==> src/rtl/qsfp_i2c_pkg.sv <==
// Shared definitions for the QSFP lower-page I2C target: FSM encoding,
// acknowledge levels and bit-counter width.
package qsfp_i2c_pkg;

    localparam int BIT_CNT_W = 4;

    // Open-drain levels as seen on SDA during the acknowledge clock
    localparam logic ACK  = 1'b0;
    localparam logic NACK = 1'b1;

    localparam logic [3:0] ST_IDLE_ENC      = 4'd0;
    localparam logic [3:0] ST_ADDR_ENC      = 4'd1;
    localparam logic [3:0] ST_ADDR_ACK_ENC  = 4'd2;
    localparam logic [3:0] ST_PTR_ENC       = 4'd3;
    localparam logic [3:0] ST_PTR_ACK_ENC   = 4'd4;
    localparam logic [3:0] ST_WDATA_ENC     = 4'd5;
    localparam logic [3:0] ST_WDATA_ACK_ENC = 4'd6;
    localparam logic [3:0] ST_RDATA_ENC     = 4'd7;
    localparam logic [3:0] ST_RD_MACK_ENC   = 4'd8;
    localparam logic [3:0] ST_WAIT_STOP_ENC = 4'd9;

    typedef enum logic [3:0] {
        ST_IDLE      = ST_IDLE_ENC,
        ST_ADDR      = ST_ADDR_ENC,
        ST_ADDR_ACK  = ST_ADDR_ACK_ENC,
        ST_PTR       = ST_PTR_ENC,
        ST_PTR_ACK   = ST_PTR_ACK_ENC,
        ST_WDATA     = ST_WDATA_ENC,
        ST_WDATA_ACK = ST_WDATA_ACK_ENC,
        ST_RDATA     = ST_RDATA_ENC,
        ST_RD_MACK   = ST_RD_MACK_ENC,
        ST_WAIT_STOP = ST_WAIT_STOP_ENC
    } i2c_state_e;

endpackage

==> src/rtl/i2c_line_filter.sv <==
// Two-flop synchronizer plus stability filter for one I2C line; emits
// one-cycle rise/fall pulses aligned with the filtered value changing.
module i2c_line_filter #(
    parameter int FILTER_LEN = 4
) (
    input  logic aclk,
    input  logic aresetn,
    input  logic raw,
    output logic filt,
    output logic rise,
    output logic fall
);
    localparam int CW = $clog2(FILTER_LEN + 1);

    logic [1:0]    sync;
    logic [CW-1:0] cnt;

    always_ff @(posedge aclk or negedge aresetn) begin
        if (!aresetn) begin
            sync <= 2'b11;
            filt <= 1'b1;
            cnt  <= '0;
            rise <= 1'b0;
            fall <= 1'b0;
        end else begin
            sync <= {sync[0], raw};
            rise <= 1'b0;
            fall <= 1'b0;
            // Any cycle agreeing with the filtered value restarts the count
            if (sync[1] != filt) begin
                if (cnt == CW'(FILTER_LEN - 1)) begin
                    filt <= sync[1];
                    rise <= sync[1];
                    fall <= ~sync[1];
                    cnt  <= '0;
                end else begin
                    cnt <= cnt + 1'b1;
                end
            end else begin
                cnt <= '0;
            end
        end
    end

endmodule

==> src/rtl/qsfp_i2c_target.sv <==
// I2C target emulating a QSFP lower management page: device address match,
// byte pointer with auto-increment, register file with a local write port.
module qsfp_i2c_target #(
    parameter logic [6:0] DEV_ADDR   = 7'h50,
    parameter int         MEM_AW     = 7,
    parameter int         FILTER_LEN = 4,
    parameter int         SDA_HOLD   = 30
) (
    input  logic              aclk,
    input  logic              aresetn,
    input  logic              scl_i,
    input  logic              sda_i,
    output logic              sda_t,
    input  logic              loc_wr_en,
    input  logic [MEM_AW-1:0] loc_wr_addr,
    input  logic [7:0]        loc_wr_data,
    output logic              wr_strobe,
    output logic [MEM_AW-1:0] wr_addr,
    output logic [7:0]        wr_data,
    output logic              busy
);
    import qsfp_i2c_pkg::*;

    localparam int HW = $clog2(SDA_HOLD + 1);

    logic scl_f, scl_rise, scl_fall;
    logic sda_f, sda_rise, sda_fall;

    i2c_line_filter #(.FILTER_LEN(FILTER_LEN)) u_scl_filt (
        .aclk(aclk), .aresetn(aresetn), .raw(scl_i),
        .filt(scl_f), .rise(scl_rise), .fall(scl_fall)
    );

    i2c_line_filter #(.FILTER_LEN(FILTER_LEN)) u_sda_filt (
        .aclk(aclk), .aresetn(aresetn), .raw(sda_i),
        .filt(sda_f), .rise(sda_rise), .fall(sda_fall)
    );

    logic start_det, stop_det;
    assign start_det = sda_fall & scl_f;
    assign stop_det  = sda_rise & scl_f;

    i2c_state_e           state, state_nxt;
    logic [BIT_CNT_W-1:0] bit_cnt, cnt_nxt;
    logic [MEM_AW-1:0]    ptr;
    logic [6:0]           rx_sh;
    logic [7:0]           rx_byte, tx_sh, rd_byte;
    logic                 rw, mack;
    logic                 pend, sda_pend;
    logic [HW-1:0]        hold_cnt;
    logic [7:0]           mem [2**MEM_AW];

    assign rx_byte = {rx_sh, sda_f};
    assign rd_byte = mem[ptr];

    logic shift_en, set_busy, clr_busy, rw_cap, mack_cap;
    logic ptr_load, ptr_inc, mem_we, tx_load, rel_now, sched, sched_val;

    always_ff @(posedge aclk or negedge aresetn) begin
        if (!aresetn) begin
            state   <= ST_IDLE;
            bit_cnt <= '0;
        end else begin
            state   <= state_nxt;
            bit_cnt <= cnt_nxt;
        end
    end

    // Acknowledge states use bit_cnt as a phase: 0 = before the 8th SCL fall, 1 = after
    always_comb begin
        state_nxt = state;
        cnt_nxt   = bit_cnt;
        shift_en  = 1'b0;
        set_busy  = 1'b0;
        clr_busy  = 1'b0;
        rw_cap    = 1'b0;
        mack_cap  = 1'b0;
        ptr_load  = 1'b0;
        ptr_inc   = 1'b0;
        mem_we    = 1'b0;
        tx_load   = 1'b0;
        rel_now   = 1'b0;
        sched     = 1'b0;
        sched_val = NACK;
        if (stop_det) begin
            state_nxt = ST_IDLE;
            clr_busy  = 1'b1;
            rel_now   = 1'b1;
        end else if (start_det) begin
            state_nxt = ST_ADDR;
            cnt_nxt   = '0;
            rel_now   = 1'b1;
        end else begin
            case (state)
                ST_ADDR, ST_PTR, ST_WDATA: begin
                    if (scl_rise) begin
                        shift_en = 1'b1;
                        cnt_nxt  = bit_cnt + 1'b1;
                        if (bit_cnt == BIT_CNT_W'(7)) begin
                            cnt_nxt = '0;
                            if (state == ST_ADDR) begin
                                if (rx_byte[7:1] == DEV_ADDR) begin
                                    state_nxt = ST_ADDR_ACK;
                                    set_busy  = 1'b1;
                                    rw_cap    = 1'b1;
                                end else begin
                                    state_nxt = ST_WAIT_STOP;
                                end
                            end else if (state == ST_PTR) begin
                                ptr_load  = 1'b1;
                                state_nxt = ST_PTR_ACK;
                            end else begin
                                mem_we    = 1'b1;
                                ptr_inc   = 1'b1;
                                state_nxt = ST_WDATA_ACK;
                            end
                        end
                    end
                end
                ST_ADDR_ACK, ST_PTR_ACK, ST_WDATA_ACK: begin
                    if (scl_fall) begin
                        sched = 1'b1;
                        if (bit_cnt == '0) begin
                            cnt_nxt   = BIT_CNT_W'(1);
                            sched_val = ACK;
                        end else begin
                            cnt_nxt = '0;
                            if (state == ST_ADDR_ACK && rw) begin
                                tx_load   = 1'b1;
                                sched_val = rd_byte[7];
                                state_nxt = ST_RDATA;
                            end else if (state == ST_ADDR_ACK) begin
                                state_nxt = ST_PTR;
                            end else begin
                                state_nxt = ST_WDATA;
                            end
                        end
                    end
                end
                ST_RDATA: begin
                    if (scl_rise) begin
                        cnt_nxt = bit_cnt + 1'b1;
                    end else if (scl_fall) begin
                        sched = 1'b1;
                        if (bit_cnt == BIT_CNT_W'(8)) begin
                            ptr_inc   = 1'b1;
                            cnt_nxt   = '0;
                            state_nxt = ST_RD_MACK;
                        end else begin
                            sched_val = tx_sh[3'(7 - bit_cnt)];
                        end
                    end
                end
                ST_RD_MACK: begin
                    if (scl_rise) begin
                        mack_cap = 1'b1;
                    end else if (scl_fall) begin
                        sched = 1'b1;
                        if (mack == ACK) begin
                            tx_load   = 1'b1;
                            sched_val = rd_byte[7];
                            state_nxt = ST_RDATA;
                        end else begin
                            state_nxt = ST_WAIT_STOP;
                        end
                    end
                end
                default: ;
            endcase
        end
    end

    always_ff @(posedge aclk or negedge aresetn) begin
        if (!aresetn) begin
            sda_t     <= 1'b1;
            pend      <= 1'b0;
            sda_pend  <= 1'b1;
            hold_cnt  <= '0;
            wr_strobe <= 1'b0;
            wr_addr   <= '0;
            wr_data   <= '0;
            busy      <= 1'b0;
            ptr       <= '0;
            rx_sh     <= '0;
            tx_sh     <= '0;
            rw        <= 1'b0;
            mack      <= NACK;
        end else begin
            wr_strobe <= mem_we;
            if (mem_we) begin
                wr_addr <= ptr;
                wr_data <= rx_byte;
            end
            if (set_busy) busy <= 1'b1;
            else if (clr_busy) busy <= 1'b0;
            if (ptr_load) ptr <= rx_byte[MEM_AW-1:0];
            else if (ptr_inc) ptr <= ptr + 1'b1;
            if (shift_en) rx_sh <= rx_byte[6:0];
            if (tx_load) tx_sh <= rd_byte;
            if (rw_cap) rw <= rx_byte[0];
            if (mack_cap) mack <= sda_f;
            // SDA changes only after the hold delay following an SCL fall
            if (rel_now) begin
                sda_t <= 1'b1;
                pend  <= 1'b0;
            end else if (sched) begin
                pend     <= 1'b1;
                sda_pend <= sched_val;
                hold_cnt <= '0;
            end else if (pend) begin
                if (hold_cnt == HW'(SDA_HOLD - 1)) begin
                    sda_t <= sda_pend;
                    pend  <= 1'b0;
                end else begin
                    hold_cnt <= hold_cnt + 1'b1;
                end
            end
        end
    end

    // Register file: the I2C write is placed last so it wins a same-address collision
    always_ff @(posedge aclk) begin
        if (loc_wr_en) mem[loc_wr_addr] <= loc_wr_data;
        if (mem_we) mem[ptr] <= rx_byte;
    end

endmodule
==> config.mk <==
export PLATFORM = sky130hd
export DESIGN_NAME = qsfp_i2c_target
export DESIGN_NICKNAME = d
export VERILOG_FILES = /design/src/rtl/qsfp_i2c_pkg.sv /design/src/rtl/i2c_line_filter.sv /design/src/rtl/qsfp_i2c_target.sv
export SDC_FILE = /design/constraint.sdc
export NUM_CORES = 2
export LEC_CHECK = 0
export CORE_ASPECT_RATIO = 1.75
export CORE_MARGIN = 3
export CORE_UTILIZATION = 50
export DETAILED_ROUTE_END_ITERATION = 7
export GPL_TIMING_DRIVEN = 0
export PLACE_DENSITY_LB_ADDON = 0.05
export SLEW_MARGIN = 25
export SYNTH_ARGS = -nofsm -noshare
export SYNTH_HDL_FRONTEND = slang
export SYNTH_HIERARCHICAL = 1
export SYNTH_SLANG_ARGS = --single-unit
==> constraint.sdc <==
create_clock -name aclk -period 3.1 [get_ports aclk]
set_input_delay 0.465 -clock aclk [delete_from_list [all_inputs] [get_ports aclk]]
set_output_delay 0.465 -clock aclk [all_outputs]
set_load 0.005 [all_outputs]
==> reports/summary.txt <==
Detailed Routing Iterations Pass 1: 8
Pwr/cell area: 482 nW/um^2
WHS: 0.101 ns
Mux share of post-synthesis cell area: 0.249
Worst-path cell chain: buf_6, buf_12, buf_16, buf_12, buf_16, buf_12, mux2i_1, nor2_1, a21oi_1, o211ai_1, a41oi_2, a41oi_1
Post-synth ARST share: 0.0665
Syn Std Cell Area: 56600 sq um
Period Utilization, post-route: 1.13
Max Clk Rate: 286 MHz
Yosys reg bits: 1097
Area share of the largest cell type after synthesis: 0.543
Multi-input gate area: 24300 sq um
Die area: 117000 sq um
Most used cell, CP: buf_12
Number of flops mapped to enable cells by yosys: 1024
CP Class: flop to flop
Hold Vio Cnt, Final: 0
Number of max-cap violations: 0
Post-synthesis xor/xnor area fraction: 0.00139
Register area: 32600 sq um
Simple logic cell fraction of the synthesized area: 0.0541
Ys Warns: 6
Ports: 38
TritonCTS clock tree: built
Largest net degree at the start of global routing: 43
Fillers: 8764
Period minus WS final: 3.49 ns
Least-Margin Pin Slew: 1.34 ns
Critical path's largest stage delay: 0.55 ns
Main synth FF type: edfxtp_1
Detailed-route DRC error count: 1
First DRT Iteration DRCs: 8340
Post-Synth Adder-Cell Area: 0.00155
Setup Skew: 0.0364 ns
Initial Utilization: 0.506
Syn_nets: 4113
GPL Wtd Cong: 1.09
Register area share after synthesis: 0.576
Die X: 260 microns
Slowest stage cell, crit path: a41oi_2
WL/cell: 52.1 microns
Hold WC Path Type: primary input to flop
Synth top area cells: edfxtp_1 54%, mux2_2 22%, dfrtp_1 2.8%
Via density: 7.66
Routed Antenna Nets: 0
Pleak: 23.5 nW
Core Util, Final: 0.619
Vias in the first global route: 42700
Final WL: 317000 microns
Syn Inst Count: 4086
Largest family of logic cells by synthesized area: multiplexers
Failing checks: DRC, setup timing
Initial antenna violation count: 40
CTS Root Cell: clkbuf_16
Max VDD drop: 474 uV
CTS max path bufs: 3
Core area: 112000 sq um
Layout cells sized above 1: 0.476
Avg Cell Area, Syn: 13.9 sq um
Unrepaired setup endpoints after global routing: yes
Status: complete, but fails checks
CTS clock-pin slew for the worst setup and hold paths: 0.07 ns
Setup WS post-layout: -0.392 ns
Most frequent cells in the layout: 1087 x mux2_2, 1024 x edfxtp_1, 235 x clkbuf_1
Crit-path max FO: 12
Rel. slew slack: 0.104
Fin nets: 4503
Std cell rows: 162
Clock buffer count from CTS: 105
Latest clock arrival within the worst-skew pair: 0.81 ns
Gr usage total: 0.533
Post-synthesis cell type count: 84
Slew Limit Fails: 0
Compound-Gate Fraction of Synth Area: 0.0868
Grt total ovfl: 0
Port Buffer Count: 28
H-tree Lvls: 3
CP Launch Type: flop
# clock sinks: 1097
Endpoint class of the critical path: flop
Area leader, netlist: edfxtp_1
Post-DP HPWL: 218000 microns
Die H: 451 microns
Setup violators final: 337
Commonest non-fill, non-tap cell in the layout: mux2_2
Power Total: 33.4 mW
First-pass GRT wire length: 408000 microns
Critical Path RT: 3.74 ns
DR vias: 46700
Worst EP arrival: 4.13 ns
Layout Area Growth over Synthesis: 22.4%
-- repair_timing --
action | CTS | global route
resized for setup | 673 | 178
endpoints found under the hold margin | 31 | 0
gates cloned | 0 | 2
endpoints found under the setup margin | 2067 | 827
setup buffers | 55 | 91
pin swaps | 41 | 50
hold buffers | 1 | 0
-- area by class of cell --
cell class	instances	area share
timing repair buffer	288	0.0482
inverter	15	0.00112
antenna	50	0.00181
multi-input combinational	2556	0.351
sequential	1097	0.470
tap	1476	0.0267
buffer	413	0.0482
clock buffer	129	0.0415
clock inverter	68	0.0107
-- through the flow --
| step | TNS, ns | cells | worst slack (ns) | cell area [sq um] |
|---|---|---|---|---|
| final | -20.36 | 6092 | -0.392 | 69300 |
| after global routing | -1.15 | 6050 | -0.174 | 69200 |
| after CTS | -0.548 | 5953 | -0.176 | 67500 |
| after detailed placement | -2627.37 | 5703 | -2.73 | 60500 |
| after global placement | -3973.30 | 5590 | -4.18 | 58700 |
| after floorplan | 0 | 4086 | 0.402 | 56600 |
-- kinds of logic after synthesis --
| logic type | Yosys count |
|---|---|
| buffers and inverters | 433 |
| AOI/OAI and AO/OA | 711 |
| xor gates and xnor gates | 9 |
| DFF | 1097 |
| and+or+nand+nor | 613 |
| adders and majority gates | 7 |
| muxes | 1216 |
-- cells in the mapped netlist, drive strengths merged (7+ instances only) --
master,n
a32oi,8
nand2,314
nand4,29
clkbuf,300
inv,13
nand2b,13
and2,9
a2111oi,8
a41oi,9
nor2,112
and3,7
mux2i,77
dfrtp,64
mux2,1095
nand3,28
o22ai,23
buf,118
a22oi,123
a21oi,85
dfstp,9
o21ai,197
nor3,32
a221o,20
nor2b,17
mux4,44
nor3b,13
a31oi,20
edfxtp,1024
ha,7
a222oi,13
a221oi,95
a211oi,9
o211ai,18
a22o,31
-- state kept, by name, summed over array words and instances, names as in the netlist, 2 cells and up --
| name | flops |
|---|---|
| ptr | 7 |
| tx_sh | 8 |
| wr_addr | 7 |
| wr_data | 8 |
| state | 4 |
| u_scl_filt/cnt | 3 |
| hold_cnt | 5 |
| u_scl_filt/sync | 2 |
| u_sda_filt/cnt | 3 |
| rx_sh | 7 |
| bit_cnt | 4 |
| mem | 1024 |
| u_sda_filt/sync | 2 |
-- metal layers --
metal / track usage / up-vias / wire, microns
met3: 0.260 / 1768 / 46500
met5: 0.0168 / - / 514
met4: 0.539 / 17 / 42500
met2: 0.740 / 4721 / 131000
li1: - / 16900 / -
met1: 0.570 / 23300 / 96700
-- worst max-delay path, delay by kind of cell (launching register included) --
kind	cells	cell delay (ns)
AOI/OAI and AO/OA	4	1.37
buffers and inverters	6	1.11
DFF	1	0.39
muxes	1	0.31
and+or+nand+nor	1	0.06
-- final timing paths --
kind	from	endpoint	slack, ns	cells past startpoint
setup reg to reg	ptr[1]	tx_sh[4]	-0.39	12
hold reg to reg	u_scl_filt/sync[0]	u_scl_filt/sync[1]	0.36	0
min in group asynchronous	aresetn	tx_sh[0]	0.17	2
hold / removal	sda_i	u_sda_filt/sync[0]	0.10	1
setup / recovery	ptr[1]	tx_sh[4]	-0.39	12
max in group asynchronous	aresetn	u_sda_filt/sync[1]	2.24	3
-- power by group --
group | switching (mW) | internal (mW) | total (mW)
clock network | 6.48 | 7.64 | 14.1
logic | 1.71 | 0.942 | 2.65
registers | 0.245 | 16.4 | 16.6
(Power assumes the default switching activity.)
